==> config.mk <==
export PLATFORM = sky130hd
export DESIGN_NAME = switch_debounce_sync
export DESIGN_NICKNAME = d
export VERILOG_FILES = /design/src/rtl/switch_debounce_sync_pkg.sv /design/src/rtl/switch_debounce_sync_sync_2ff.sv /design/src/rtl/switch_debounce_sync.sv
export SDC_FILE = /design/constraint.sdc
export NUM_CORES = 1
export LEC_CHECK = 0
export CAP_MARGIN = 15
export CORE_MARGIN = 10
export CORE_UTILIZATION = 35
export CTS_CLUSTER_SIZE = 40
export DETAILED_ROUTE_END_ITERATION = 10
export PLACE_DENSITY = 0.66
export SKIP_CTS_REPAIR_TIMING = 1
export SLEW_MARGIN = 15
export SYNTH_ARGS = -nofsm -noshare
export SYNTH_HDL_FRONTEND = slang
export SYNTH_SLANG_ARGS = --single-unit
==> constraint.sdc <==
create_clock -name clk -period 3.28 [get_ports clk]
set_input_delay 0.492 -clock clk [delete_from_list [all_inputs] [get_ports clk]]
set_output_delay 0.492 -clock clk [all_outputs]
set_load 0.1 [all_outputs]
==> src/rtl/switch_debounce_sync_pkg.sv <==
// switch_debounce_sync_pkg: FSM encoding and debounce timing defaults shared by the switch input stage
package switch_debounce_sync_pkg;
  typedef enum logic {ST_IDLE = 1'b0, ST_SETTLE = 1'b1} state_t;
  localparam int STABLE_CYCLES_SYN = 16;
  localparam int STABLE_CYCLES_SIM = 4;
endpackage

==> src/rtl/switch_debounce_sync_sync_2ff.sv <==
// sync_2ff: two-flop synchronizer for asynchronous board inputs, cleared by async active-low reset
module sync_2ff #(
  parameter int WIDTH = 1
) (
  input  logic             clk,
  input  logic             reset,
  input  logic [WIDTH-1:0] d,
  output logic [WIDTH-1:0] q
);
  logic [WIDTH-1:0] sync1;
  always_ff @(posedge clk or negedge reset) begin
    if (!reset) begin
      sync1 <= '0;
      q     <= '0;
    end else begin
      sync1 <= d;
      q     <= sync1;
    end
  end
endmodule

==> src/rtl/switch_debounce_sync.sv <==
// switch_debounce_sync: synchronizes and debounces board switches into a stable word plus update strobe.
// Define SWITCH_DEBOUNCE_COUNT_EN to add the 8-bit change_count output.
module switch_debounce_sync
  import switch_debounce_sync_pkg::*;
#(
  parameter int WIDTH         = 4,
  parameter int STABLE_CYCLES = STABLE_CYCLES_SYN
) (
  input  logic             clk,
  input  logic             reset,
  input  logic [WIDTH-1:0] sw_in,
  output logic [WIDTH-1:0] data,
  output logic             update,
  output logic             settling
`ifdef SWITCH_DEBOUNCE_COUNT_EN
  ,
  output logic [7:0]       change_count
`endif
);
  localparam int CNT_W = $clog2(STABLE_CYCLES + 1);
  localparam logic [CNT_W-1:0] LAST = CNT_W'(STABLE_CYCLES - 1);
  state_t state, state_nx;
  logic [WIDTH-1:0] sync2, candidate, candidate_nx, data_nx;
  logic [CNT_W-1:0] count, count_nx;
  logic update_nx;
  sync_2ff #(.WIDTH(WIDTH)) u_sync (
    .clk  (clk),
    .reset(reset),
    .d    (sw_in),
    .q    (sync2)
  );
  always_comb begin
    state_nx     = state;
    candidate_nx = candidate;
    data_nx      = data;
    count_nx     = count;
    update_nx    = 1'b0;
    if (state == ST_IDLE) begin
      count_nx = '0;
      if (sync2 != data) begin
        state_nx     = ST_SETTLE;
        candidate_nx = sync2;
        count_nx     = CNT_W'(1);
      end
    end else if (sync2 == candidate) begin
      if (count == LAST) begin
        data_nx   = candidate;
        update_nx = 1'b1;
        count_nx  = '0;
        state_nx  = ST_IDLE;
      end else begin
        count_nx = count + 1'b1;
      end
    end else if (sync2 == data) begin
      state_nx = ST_IDLE;
      count_nx = '0;
    end else begin
      // a different value restarts qualification instead of returning to idle
      candidate_nx = sync2;
      count_nx     = CNT_W'(1);
    end
  end
  always_ff @(posedge clk or negedge reset) begin
    if (!reset) begin
      state     <= ST_IDLE;
      candidate <= '0;
      data      <= '0;
      count     <= '0;
      update    <= 1'b0;
    end else begin
      state     <= state_nx;
      candidate <= candidate_nx;
      data      <= data_nx;
      count     <= count_nx;
      update    <= update_nx;
    end
  end
  assign settling = (state == ST_SETTLE);
`ifdef SWITCH_DEBOUNCE_COUNT_EN
  always_ff @(posedge clk or negedge reset) begin
    if (!reset) change_count <= '0;
    else if (update_nx) change_count <= change_count + 8'd1;
  end
`endif
endmodule

==> impl_results.md <==
- Vias per cell: 4.70
- Final min period: 2370 ps
- Relative slew slack: 35.0%
- Worst slew pin tran: 972 ps
- Startpoint types: flip-flop
- Hold Path Sink: u_sync.q[0]$_DFF_PN0_
- Maxcap violations: 0
- Post-Synth XOR/XNOR Area: 9.87%
- Global-route wire length before repair: around 2500 µm
- Post-Synthesis Mean Instance Area: 14.5 µm²
- Critical Path End Type: output port
- Layout Skew: 8.19 ps
- Clock root cell: clkbuf_4
- Post-synthesis cell area: roughly 890 µm²
- DR pass1 iterations: 4
- Die span in x: 70.3 µm
- GR Util All Layers: 6.04%
- Hold path cells: 0
- Min Hold Slack: 364 ps
- Fmax: 0.423 GHz
- Layout cells sized above 1: 20.0%
- Clk slew on worst S/H paths: 120 ps
- GP Congestion: 0.682
- Vias: 494
- Post-synth ARST share: between 90% and 100%
- Mux cell area share after synthesis: 11.8%
- Bufs on Longest Clock Path: 2
- First DRT Iteration DRCs: 15
- Number of flops mapped to enable cells by yosys: 0
- R2r setup slk: 1530 ps
- CP Buf/Inv Count: 1
- Number of global-route vias before repair: 559
- Post-Syn Nets: 68
- CP max-delay cell: clkdlybuf4s50_1
- Hold path start: u_sync.sync1[0]$_DFF_PN0_
- Delay-heaviest family, CP: buffers and inverters
- Critical path cell sequence: clkdlybuf4s50_1
- ANT cells: 0
- CP Max Fanout: 3
- Setup Viol. Count Final: 0
- Initial antenna violation count: 0
- Setup TNS: 0 ps
- Clock Latency Late Sink: 310 ps
- Core Area: 0.00245 mm²
- H-tree depth: 1
- LEAKAGE: between 0.4 and 0.5 nW
- HP Class: flip-flop to flip-flop
- Top_reg_cell synth: dfrtp_1
- Sink Count: 23
- Post-DP HPWL: about 1100 µm
- CP Class: flip-flop to output port
- Endpoints failing hold: 0
- Die Ht: 70.3 µm
- Reg2reg path depth: 4
- Synth Register Bits: 23
- Reg2reg start: count[0]$_DFF_PN0_
- Adder-cell area share of the yosys netlist: ~1.4%
- YS warnings: 0
- Peak VDD IR: 311 µV
- DRC viols: 0
- Antenna Nets Post-Route: 0
- Initial core utilization: approximately 36%
- Crit path from: data[2]$_DFFE_PN0P_
- Commonest non-fill, non-tap cell in the layout: dfrtp_1
- CP max stage delay: 1160 ps
- Critical R2R Capture: data[3]$_DFFE_PN0P_
- Critical Path RT: about 2800 ps
- Gate Count Post-Synth: 61
- Final WL: 1370 µm
- Tcrit/Tclk final: 72.1%
- FILL cells: between 200 and 250
- Unique cell type count in the Yosys netlist: 19
- Routed WL per cell: 13.0 µm
- Nets: 83
- DIE AREA: a little under 0.005 mm²
- IO buf count: 11
- Commonest non-fill, non-tap cells in the layout: dfrtp_1, clkdlybuf4s50_1, xnor2_1
- Total I/O pin count: 12
- Fin. max-slew vios: 0
- Simple-gate share of the synthesized area: ~10%
- Area growth syn-to-layout: 18.9%
- Crit path DAT: 1870 ps
- RSZ-0062 raised after global routing: no
- Grt total ovfl: 0
- Largest family of logic cells by synthesized area: multiplexers
- Power per Cell Area: 449 mW/mm²
- Row count: 18
- CTS tree: built
- Status: finished clean
- Register area share after synthesis: approximately 65%
- Largest net degree at the start of global routing: 24
- Complex-gate fraction of the synthesized area: 1.13%
- Num CTS Buffers: 3
-- per-layer routing --
metal,track usage (%),wire [µm],vias up
met2,10.3,703,12
met4,3.95,30,0
li1,-,-,233
met3,1.84,63,3
met5,0,0,-
met1,6.22,569,246
-- worst max path at each step --
stage / to / slack [ps] / cells past startpoint
after floorplan: count[0]$_DFF_PN0_ / 1310 / 4
after global placement: data[2] / 1290 / 1
after detailed placement: data[2] / 1250 / 1
after CTS: data[2] / 890 / 1
after global routing: data[2] / 850 / 1
final: data[2] / 910 / 1
-- flip-flops by register name (all words and copies together), names as in the netlist --
| name | flops |
|---|---|
| count | 5 |
| candidate | 4 |
| data | 4 |
| u_sync.q | 4 |
| u_sync.sync1 | 4 |
| settling | 1 |
| update | 1 |
-- cell type report --
cell class / count / area (µm²) / area share (%)
repair buffers: 11 / 108 / 10.2
clock buffers: 4 / 26.3 / 2.49
well taps: 30 / 37.5 / 3.56
multi-input cells: 36 / 304 / 28.8
inverters: 1 / 3.75 / 0.356
flip-flops and latches: 23 / 576 / 54.6
-- per-stage QoR --
step | cell area (µm²) | worst slack (ps) | std cells | total power (W) | utilization [%]
after floorplan | 887 | 1310 | 61 | 0.000334 | -
final | 1050 | 914 | 105 | 0.000473 | 43.0
after global placement | 1030 | 1290 | 101 | 0.000350 | 41.9
after global routing | 1050 | 851 | 105 | 0.000497 | 43.0
after detailed placement | 1030 | 1250 | 101 | 0.000351 | 41.9
after CTS | 1050 | 893 | 105 | 0.000478 | 43.0
-- cells by family (layout without fill, tap and decap cells) --
group / Yosys count / after routing
adders and majority gates: 1 / 1
and+or+nand+nor: 14 / 14
muxes: 9 / 9
buffers and inverters: 2 / 16
DFF: 23 / 23
AOI/OAI and AO/OA: 2 / 2
xor gates and xnor gates: 10 / 10
-- power breakdown --
part | switching (W) | total [W] | internal (W) | leakage, nW
logic | 0.0000205 | 0.0000414 | 0.0000209 | 0.145
registers | 0.00000831 | 0.000303 | 0.000295 | 0.284
clock network | 0.0000813 | 0.000129 | 0.0000476 | 0.0150
-- cells in the mapped netlist, types with 2 or more instances --
cell type | instances | area (µm²)
xnor2_1 | 9 | 78.8
nand3_1 | 2 | 10.0
nor2_1 | 4 | 15.0
mux2_2 | 8 | 90.1
nand2_1 | 2 | 7.51
dfrtp_1 | 23 | 576
No activity file was read; power rests on OpenSTA's default activity.
